**config.mk**
```make
export PLATFORM = sky130hd
export DESIGN_NAME = mask_bbox_flat
export DESIGN_NICKNAME = d
export VERILOG_FILES = /design/src/rtl/mask_pkg.sv /design/src/rtl/mask_bbox_if.sv /design/src/rtl/sync_edge.sv /design/src/rtl/mask_bbox.sv /design/src/flat_wrapper.sv
export SDC_FILE = /design/constraint.sdc
export NUM_CORES = 1
export LEC_CHECK = 0
export ABC_AREA = 1
export ABC_CLOCK_PERIOD_IN_PS = 1720
export CORE_AREA = 3 3 153 192
export CTS_BUF_LIST = sky130_fd_sc_hd__clkbuf_16
export DETAILED_ROUTE_END_ITERATION = 16
export DIE_AREA = 0 0 156 195
export SETUP_SLACK_MARGIN = 0.1
export SLEW_MARGIN = 15
export SYNTH_ARGS = -nofsm -noshare
export SYNTH_HDL_FRONTEND = slang
export SYNTH_HIERARCHICAL = 1
export SYNTH_SLANG_ARGS = --single-unit
```
**constraint.sdc**
```tcl
create_clock -name clk -period 1.72 [get_ports clk]
set_clock_uncertainty 0.05 [all_clocks]
set_input_delay 0.258 -clock clk [delete_from_list [all_inputs] [get_ports clk]]
set_output_delay 0.258 -clock clk [all_outputs]
set_load 0.03 [all_outputs]
```
**src/rtl/mask_pkg.sv**
```systemverilog
// rtl/mask_pkg.sv - shared FSM state type and default widths for mask_bbox
package mask_pkg;

    typedef enum logic [1:0] {
        SYNC    = 2'd0,
        ACCUM   = 2'd1,
        PUBLISH = 2'd2
    } state_t;

    localparam int X_W_DEF     = 12;
    localparam int Y_W_DEF     = 12;
    localparam int CNT_W_DEF   = 22;
    localparam int MIN_PIX_DEF = 16;

endpackage

```
**src/rtl/mask_bbox_if.sv**
```systemverilog
// rtl/mask_bbox_if.sv - threshold-stage video input and bounding-box result bundle
interface mask_bbox_if
    import mask_pkg::*;
#(
    parameter int X_W   = X_W_DEF,
    parameter int Y_W   = Y_W_DEF,
    parameter int CNT_W = CNT_W_DEF
);

    logic             thr_data;
    logic             thr_de;
    logic             thr_hs;
    logic             thr_vs;
    logic [X_W-1:0]   box_x_min;
    logic [X_W-1:0]   box_x_max;
    logic [Y_W-1:0]   box_y_min;
    logic [Y_W-1:0]   box_y_max;
    logic [CNT_W-1:0] box_cnt;
    logic             box_found;
    logic             box_valid;

    modport master (
        output thr_data, thr_de, thr_hs, thr_vs,
        input  box_x_min, box_x_max, box_y_min, box_y_max, box_cnt, box_found, box_valid
    );

    modport slave (
        input  thr_data, thr_de, thr_hs, thr_vs,
        output box_x_min, box_x_max, box_y_min, box_y_max, box_cnt, box_found, box_valid
    );

endinterface

```
**src/rtl/sync_edge.sv**
```systemverilog
// rtl/sync_edge.sv - input register stage with de trailing and vs leading edge detect
module sync_edge #(
    parameter bit VS_POL = 1'b1
) (
    input  logic clk,
    input  logic rst_n,
    input  logic de_i,
    input  logic vs_i,
    output logic de_o,
    output logic de_fall_o,
    output logic vs_lead_o
);

    logic vs_act;
    logic de_q;
    logic de_prev_q;
    logic vs_q;
    logic vs_prev_q;

    // vs is normalised to active-high so a cleared register means "not in vsync"
    assign vs_act = (vs_i == VS_POL);

    // S1 register plus one-cycle history; de is masked during vsync so video
    // enables inside the sync interval never move the counters or accumulators
    always_ff @(posedge clk) begin
        if (!rst_n) begin
            de_q      <= 1'b0;
            de_prev_q <= 1'b0;
            vs_q      <= 1'b0;
            vs_prev_q <= 1'b0;
        end else begin
            de_q      <= de_i & ~vs_act;
            de_prev_q <= de_q;
            vs_q      <= vs_act;
            vs_prev_q <= vs_q;
        end
    end

    assign de_o      = de_q;
    assign de_fall_o = de_prev_q & ~de_q;
    assign vs_lead_o = vs_q & ~vs_prev_q;

endmodule

```
**src/rtl/mask_bbox.sv**
```systemverilog
// rtl/mask_bbox.sv - per-frame bounding box and pixel count of a binary foreground mask
module mask_bbox
    import mask_pkg::*;
#(
    parameter int X_W     = X_W_DEF,
    parameter int Y_W     = Y_W_DEF,
    parameter int CNT_W   = CNT_W_DEF,
    parameter int MIN_PIX = MIN_PIX_DEF,
    parameter bit VS_POL  = 1'b1
) (
    input logic        clk,
    input logic        rst_n,
    mask_bbox_if.slave bus
);

    localparam int CMP_W = (CNT_W > 32) ? CNT_W : 32;

    logic de_s1, de_fall, vs_lead, data_q, pix_hit;
    state_t state_q, state_d;
    logic [X_W-1:0]   x_q, x_d, min_x_q, min_x_d, max_x_q, max_x_d, box_x_min_q, box_x_max_q;
    logic [Y_W-1:0]   y_q, y_d, min_y_q, min_y_d, max_y_q, max_y_d, box_y_min_q, box_y_max_q;
    logic [CNT_W-1:0] cnt_q, cnt_d, box_cnt_q;
    logic             box_found_q, box_valid_q;

    sync_edge #(.VS_POL(VS_POL)) u_sync_edge (
        .clk       (clk),
        .rst_n     (rst_n),
        .de_i      (bus.thr_de),
        .vs_i      (bus.thr_vs),
        .de_o      (de_s1),
        .de_fall_o (de_fall),
        .vs_lead_o (vs_lead)
    );

    // S1 copy of the mask bit, aligned with the registered de/vs
    always_ff @(posedge clk) begin
        if (!rst_n) data_q <= 1'b0;
        else        data_q <= bus.thr_data;
    end

    // FSM state register
    always_ff @(posedge clk) begin
        if (!rst_n) state_q <= SYNC;
        else        state_q <= state_d;
    end

    // FSM next state: the first frame edge only arms accumulation
    always_comb begin
        state_d = state_q;
        case (state_q)
            SYNC:    if (vs_lead) state_d = ACCUM;
            ACCUM:   if (vs_lead) state_d = PUBLISH;
            PUBLISH: state_d = ACCUM;
            default: state_d = SYNC;
        endcase
    end

    // Pixel coordinates of the current S1 sample, both saturating
    always_comb begin
        x_d = x_q;
        y_d = y_q;
        if (de_s1) begin
            if (x_q != '1) x_d = x_q + 1'b1;
        end else if (de_fall) begin
            x_d = '0;
        end
        if (vs_lead)                   y_d = '0;
        else if (de_fall && y_q != '1) y_d = y_q + 1'b1;
    end

    // The frame-edge cycle is excluded; accumulators freeze there so PUBLISH can
    // copy them, and re-initialise whenever not accumulating (SYNC and PUBLISH)
    assign pix_hit = de_s1 & data_q & (state_q == ACCUM) & ~vs_lead;

    // Accumulator next state
    always_comb begin
        min_x_d = min_x_q;
        max_x_d = max_x_q;
        min_y_d = min_y_q;
        max_y_d = max_y_q;
        cnt_d   = cnt_q;
        if (state_q != ACCUM) begin
            min_x_d = '1;
            max_x_d = '0;
            min_y_d = '1;
            max_y_d = '0;
            cnt_d   = '0;
        end else if (pix_hit) begin
            if (x_q < min_x_q) min_x_d = x_q;
            if (x_q > max_x_q) max_x_d = x_q;
            if (y_q < min_y_q) min_y_d = y_q;
            if (y_q > max_y_q) max_y_d = y_q;
            if (cnt_q != '1)   cnt_d   = cnt_q + 1'b1;
        end
    end

    // Counter and accumulator registers
    always_ff @(posedge clk) begin
        if (!rst_n) begin
            x_q     <= '0;
            y_q     <= '0;
            min_x_q <= '0;
            max_x_q <= '0;
            min_y_q <= '0;
            max_y_q <= '0;
            cnt_q   <= '0;
        end else begin
            x_q     <= x_d;
            y_q     <= y_d;
            min_x_q <= min_x_d;
            max_x_q <= max_x_d;
            min_y_q <= min_y_d;
            max_y_q <= max_y_d;
            cnt_q   <= cnt_d;
        end
    end

    // Result registers load once per frame in PUBLISH and hold otherwise
    always_ff @(posedge clk) begin
        if (!rst_n) begin
            box_x_min_q <= '0;
            box_x_max_q <= '0;
            box_y_min_q <= '0;
            box_y_max_q <= '0;
            box_cnt_q   <= '0;
            box_found_q <= 1'b0;
            box_valid_q <= 1'b0;
        end else begin
            box_valid_q <= (state_q == PUBLISH);
            if (state_q == PUBLISH) begin
                box_x_min_q <= min_x_q;
                box_x_max_q <= max_x_q;
                box_y_min_q <= min_y_q;
                box_y_max_q <= max_y_q;
                box_cnt_q   <= cnt_q;
                box_found_q <= (CMP_W'(cnt_q) >= CMP_W'(MIN_PIX));
            end
        end
    end

    assign bus.box_x_min = box_x_min_q;
    assign bus.box_x_max = box_x_max_q;
    assign bus.box_y_min = box_y_min_q;
    assign bus.box_y_max = box_y_max_q;
    assign bus.box_cnt   = box_cnt_q;
    assign bus.box_found = box_found_q;
    assign bus.box_valid = box_valid_q;

endmodule

```
**src/flat_wrapper.sv**
```systemverilog
// flat-port wrapper written by rule: the top's interface ports become plain ports
module mask_bbox_flat import mask_pkg::*;
#(
    parameter int X_W     = X_W_DEF,
    parameter int Y_W     = Y_W_DEF,
    parameter int CNT_W   = CNT_W_DEF,
    parameter int MIN_PIX = MIN_PIX_DEF,
    parameter bit VS_POL  = 1'b1
)
  (clk, rst_n, bus_thr_data, bus_thr_de, bus_thr_hs, bus_thr_vs, bus_box_x_min, bus_box_x_max, bus_box_y_min, bus_box_y_max, bus_box_cnt, bus_box_found, bus_box_valid);
  mask_bbox_if #(.X_W(X_W), .Y_W(Y_W), .CNT_W(CNT_W)) bus_i ();
  input logic clk;
  input logic rst_n;
  input wire logic [$bits(bus_i.thr_data)-1:0] bus_thr_data;
  input wire logic [$bits(bus_i.thr_de)-1:0] bus_thr_de;
  input wire logic [$bits(bus_i.thr_hs)-1:0] bus_thr_hs;
  input wire logic [$bits(bus_i.thr_vs)-1:0] bus_thr_vs;
  output wire logic [$bits(bus_i.box_x_min)-1:0] bus_box_x_min;
  output wire logic [$bits(bus_i.box_x_max)-1:0] bus_box_x_max;
  output wire logic [$bits(bus_i.box_y_min)-1:0] bus_box_y_min;
  output wire logic [$bits(bus_i.box_y_max)-1:0] bus_box_y_max;
  output wire logic [$bits(bus_i.box_cnt)-1:0] bus_box_cnt;
  output wire logic [$bits(bus_i.box_found)-1:0] bus_box_found;
  output wire logic [$bits(bus_i.box_valid)-1:0] bus_box_valid;
  assign bus_i.thr_data = bus_thr_data;
  assign bus_i.thr_de = bus_thr_de;
  assign bus_i.thr_hs = bus_thr_hs;
  assign bus_i.thr_vs = bus_thr_vs;
  assign bus_box_x_min = bus_i.box_x_min;
  assign bus_box_x_max = bus_i.box_x_max;
  assign bus_box_y_min = bus_i.box_y_min;
  assign bus_box_y_max = bus_i.box_y_max;
  assign bus_box_cnt = bus_i.box_cnt;
  assign bus_box_found = bus_i.box_found;
  assign bus_box_valid = bus_i.box_valid;
  mask_bbox #(.X_W(X_W), .Y_W(Y_W), .CNT_W(CNT_W), .MIN_PIX(MIN_PIX), .VS_POL(VS_POL)) u_core (.clk(clk), .rst_n(rst_n), .bus(bus_i));
endmodule
```
# After elaboration in Yosys (flattened, before gate mapping)
# Index checks and enable logic that the tools add are counted.
# word_totals
reg_bits	173
in_bits	6
output_inout_bits	72
wordCells	75
# classes
n_addsub	3
n_lt_le_gt_ge	5
n_eq_ne	9
mux	12
bitwise	11
reduce_logical	15
# ops
op	count
12-bit two-way mux	9
12-bit by 1-bit adder with 12-bit output (second input constant)	2
12-bit greater-than comparator	2
12-bit less-than comparator	2
12-bit != test (second input constant)	2
22-bit by 1-bit adder with 22-bit output (second input constant)	1
22-bit by 5-bit >= comparator with 1-bit output (second input constant)	1
22-bit != test (second input constant)	1
2-bit AND reduction	7
2-bit by 1-bit != test with 1-bit output (second input constant)	4
2-bit nonzero test	4
1-bit bitwise AND	6
2-bit one-hot mux with 3 select lines	1
1-bit NOT	5
2-bit two-way mux	2
2-bit OR reduction	2
2-bit by 1-bit equality test with 1-bit output (second input constant)	1
2-bit equality test (second input constant)	1
2-bit logical NOT	1
1-bit logical AND	1

# Longest topological paths before layout
# depth
word_depth	6
ltp_mapped	12

# Cells and area by module
# Netlist, hierarchy kept.
# modules_own_cells
mod	instances	cells_per_inst	area_each_um2
mask_bbox	1	1153	8149.1
sync_edge	1	16	125.1

# Least setup slack after synthesis
# No wires, ideal clock.
# synth_timing
kind	reg2reg
from	register u_core.y_q[7]
to	register u_core.max_y_q[10]
setup_ps	115
t_arrival_ps	1547
required_time_ps	1555
path_slack_ps	9
stages_incl_launch_ff	10
cell_sequence	dfxtp_1 ha_1 nand4_1 nor2_1 nand2_1 nand3_1 clkbuf_1 nand3_1 nand2_1 nor2_1
# synth_between
elab_chain_cells	2
# synth_lines
element	line	rtl
start: declaration	mask_bbox.sv:21	logic [Y_W-1:0] y_q, y_d, min_y_q, min_y_d, max_y_q, max_y_d, box_y_min_q, box_y_max_q;
start signal: assignment	mask_bbox.sv:109	y_q <= y_d;
12-bit greater-than comparator	mask_bbox.sv:92	if (y_q > max_y_q) max_y_d = y_q;
2-bit AND reduction (no source line)	n/a	
end signal: assignment	mask_bbox.sv:113	max_y_q <= max_y_d;
end: declaration	mask_bbox.sv:21	
# No other way between the ends.
# A chain may end at the register's enable or synchronous reset.

# Worst setup path after layout
# layout_timing
from	register u_core.max_y_q[11]
to	register u_core.max_y_q[7]
# layout_between
elab_chain_cells	2
# layout_lines
element	line
12-bit greater-than comparator	mask_bbox.sv:92
2-bit AND reduction (no source line)	n/a
# No other way between the ends.

==> metrics <==
crit path DAT=~2100 ps; clk buf depth=2; WL final=26.25 mm; WHS=just under 200 ps; CTS Hold Bufs=0; type of the tightest min-delay check=input port to flop; Synth async-reset ratio=0%; first-pass GRT wire length=~41 mm; final worst-path cycle share=105.2%; Main synth FF type=dfxtp_1; Worst Max-Slew Pin Slew=around 340 ps; worst skew pair latency=approximately 440 ps; total clock sinks=~170; Unique masters post-synth=30; Initial Util=29.92%; Rel. slew slack=77.26%; CP dominant cell by count=nand2_2; final-report setup violation count=26; GP Congestion=~0.91; Max Fclk=approximately 550 MHz; R2R Path End=u_core/max_y_q[7]; crit-path cells=inv_2, ha_4, nand4_1, nor2_2, buf_4, nand2_2, nand2_2, inv_4, clkbuf_16, nand3_1, nand2_1, nor2_1; # placed instances=1668; Worst R2R Path Depth=12; routed via count=roughly 8400; failing checks=setup timing; hold endpoint=u_core/x_q[9]; Peak VDD IR=0.0006225 V; RSZ-0062 raised after global routing=yes; 1st-iter DRT viols=roughly 460; post-layout util=between 40 and 50%; post-layout min period=approximately 1800 ps; Avg Inst Size Synth=approximately 7.1 um2; DP HPWL=~17 mm; share of layout cells above drive strength 1=between 30% and 40%; Critical Path Fanout Max=6; min-delay src=rst_n; r2r startpoint=u_core/max_y_q[11]; CP max-delay cell=dfxtp_2; overflow left after global routing=0; Ant. Diodes=0; layout overhead on the synthesized area=50.66%; drt first pass iters=5; DRC violations left=0; Finished Layout Cells=around 1700; post-synthesis instance area=roughly 8300 um2; # port buffers=76; FF+latch count, synth=roughly 170; antenna violations before repair=0; Post-DRT Antenna Nets=0; CP Capture Type=flop; leak pwr=~5.3 nW; Rows=between 60 and 70; die height=roughly 200 um; Avg WL per Cell=about 15 um; die width=roughly 160 um; H-tree depth=4; I/O Pins=a little under 80; largest net degree at the start of global routing=between 50 and 60; max-cap viol count=0; number of synthesized flops with an enable pin=0; vias per cell=4.842; P per Cell Area=719.9 nW/um2; Total Routing Usage GR=around 17%; reg2reg setup slack=-90 ps; PnR worst setup slack=-89.13 ps; CTS Buf Count=17; Core ar.=around 28000 um2; status=finished, violations left; fin nets=between 1000 and 1500; register area share after synthesis=about two fifths; hold path depth=3; Final Max Tran Viols=0; Post-Syn Nets=~1200; Cells after Synth=roughly 1200; vias in the first global route=8183; Final Hold Viols=0; clock-pin transition on the worst setup and hold timing paths=70 ps; Max stage delay on crit path=~330 ps; Die ar.=approximately 30000 um2; CTS tree=built; Startpoint Class=flop; root buf cell=clkbuf_16; Ys Warns=6; critical path class=flop to flop; fillcell total=2577; required time of the critical path=2040 ps
[critical path: cells and delay by family, from the launching register on]
family	cells	cell delay (ps)
buf+inv	4	410
fa+ha+maj	1	260
simple gates	7	690
flops	1	330
[sequential cells by signal, summed over array words and instances, names as in the netlist, 2 cells and up]
register	cells
u_core/bus.box_y_min	12
u_core/max_y_q	12
u_core/y_q	12
u_core/min_x_q	12
u_core/min_y_q	12
u_core/bus.box_cnt	22
u_core/max_x_q	12
u_core/cnt_q	22
u_core/bus.box_x_min	12
u_core/bus.box_y_max	12
u_core/state_q	2
u_core/bus.box_x_max	12
u_core/x_q	12
[power breakdown]
| part | switching, mW | internal (mW) |
|---|---|---|
| clock network | 1.75 | 2.45 |
| registers | 0.0486 | 4.07 |
| logic | 0.410 | 0.246 |
| total | 2.20 | 6.77 |
[what timing repair did]
action | in CTS | in global routing
endpoints found under the setup margin | 147 | 116
pin swaps | 63 | 55
gates cloned | 7 | 4
endpoints found under the hold margin | 0 | 0
resized for setup | 282 | 119
setup buffers | 18 | 12
[synthesized netlist by cell type, types with 2 or more instances]
master,n,area [um2]
a21oi_1,139,695.7
nor3_1,9,45.04
nand3_1,79,395.4
nand4_1,7,43.79
nand2_1,236,885.9
buf_1,2,7.510
inv_1,127,476.7
xor2_1,15,131.4
nor4_1,4,25.02
nor2_2,3,18.77
nand2_2,9,56.30
nor2_4,2,22.52
nor2_1,165,619.3
o21a_1,2,15.01
ha_1,50,625.6
o21ai_1,9,45.04
clkbuf_1,28,105.1
clkinv_1,2,7.510
dfxtp_1,173,3463
o21ai_0,83,415.4
buf_2,11,55.05
buf_6,4,45.04
o21bai_1,2,15.01
inv_2,2,7.510
[logic make-up (layout without fill, tap and decap cells)]
kind of cell	after synthesis	count (layout)	share of synthesized area (%)
AOI/OAI and AO/OA	237	237	14.55
xor gates and xnor gates	16	16	1.694
adders and majority gates	50	50	7.561
buffers and inverters	177	398	8.604
DFF	173	173	41.86
and+or+nand+nor	516	516	25.74
[final cells by class]
class / count / area, um2 / share of cell area [%]
Tap cell: 350 / 437.9 / 3.513
Inverter: 131 / 501.7 / 4.025
Timing Repair Buffer: 236 / 2246 / 18.02
Clock buffer: 17 / 425.4 / 3.413
Multi-Input combinational cell: 819 / 5085 / 40.79
Sequential cell: 173 / 3567 / 28.62
Clock inverter: 14 / 202.7 / 1.626
[worst max-delay path by stage]
stage / startpoint / endpoint / cells after the start
finish: u_core/max_y_q[11] / u_core/max_y_q[7] / 12
global route: u_core/max_y_q[11] / u_core/max_y_q[7] / 11
CTS: u_core/max_y_q[11] / u_core/max_y_q[8] / 11
detailed placement: u_core/x_q[6] / u_core/min_x_q[9] / 10
global placement: u_core/x_q[6] / u_core/min_x_q[9] / 10
floorplan: u_core/y_q[7] / u_core/max_y_q[10] / 8
[per-stage QoR]
step           TNS (ps)  worst slack, ps  total power [mW]  instance area [um2]
3_5_place_dp      -1031           -70.33             4.774                10270
3_3_place_gp     -274.4           -33.59             4.765                10270
2_1_floorplan         0            105.7             4.547                 8293
5_1_grt           -4985           -182.2             9.287                12470
4_1_cts          -134.7           -22.75             9.017                11850
6_report          -1283           -89.13             8.974                12470
[per-layer routing]
metal / vias up / global-route usage (%) / part of all wire, %
li1: 4203 / - / -
met1: 3974 / 20.45 / 42
met2: 201 / 28.78 / 51
met3: 47 / 3.480 / 4.3
met4: 0 / 5.759 / 2.6
met5: - / 0 / 0
[layout by cell type, fill, tap and decap left out, types with 24 or more instances in the layout]
cell / synthesis / final
a21oi_1: 139 / 105
a21oi_2: 0 / 31
buf_4: 1 / 118
dfxtp_1: 173 / 120
dfxtp_2: 0 / 38
dlygate4sd2_1: 0 / 72
ha_1: 50 / 24
ha_4: 0 / 26
inv_1: 127 / 97
inv_2: 2 / 28
nand2_1: 236 / 211
nand2_2: 9 / 26
nand3_1: 79 / 48
nand3_2: 0 / 25
nor2_1: 165 / 133
o21ai_0: 83 / 77
Note: power is estimated with default switching activity, not from simulation.
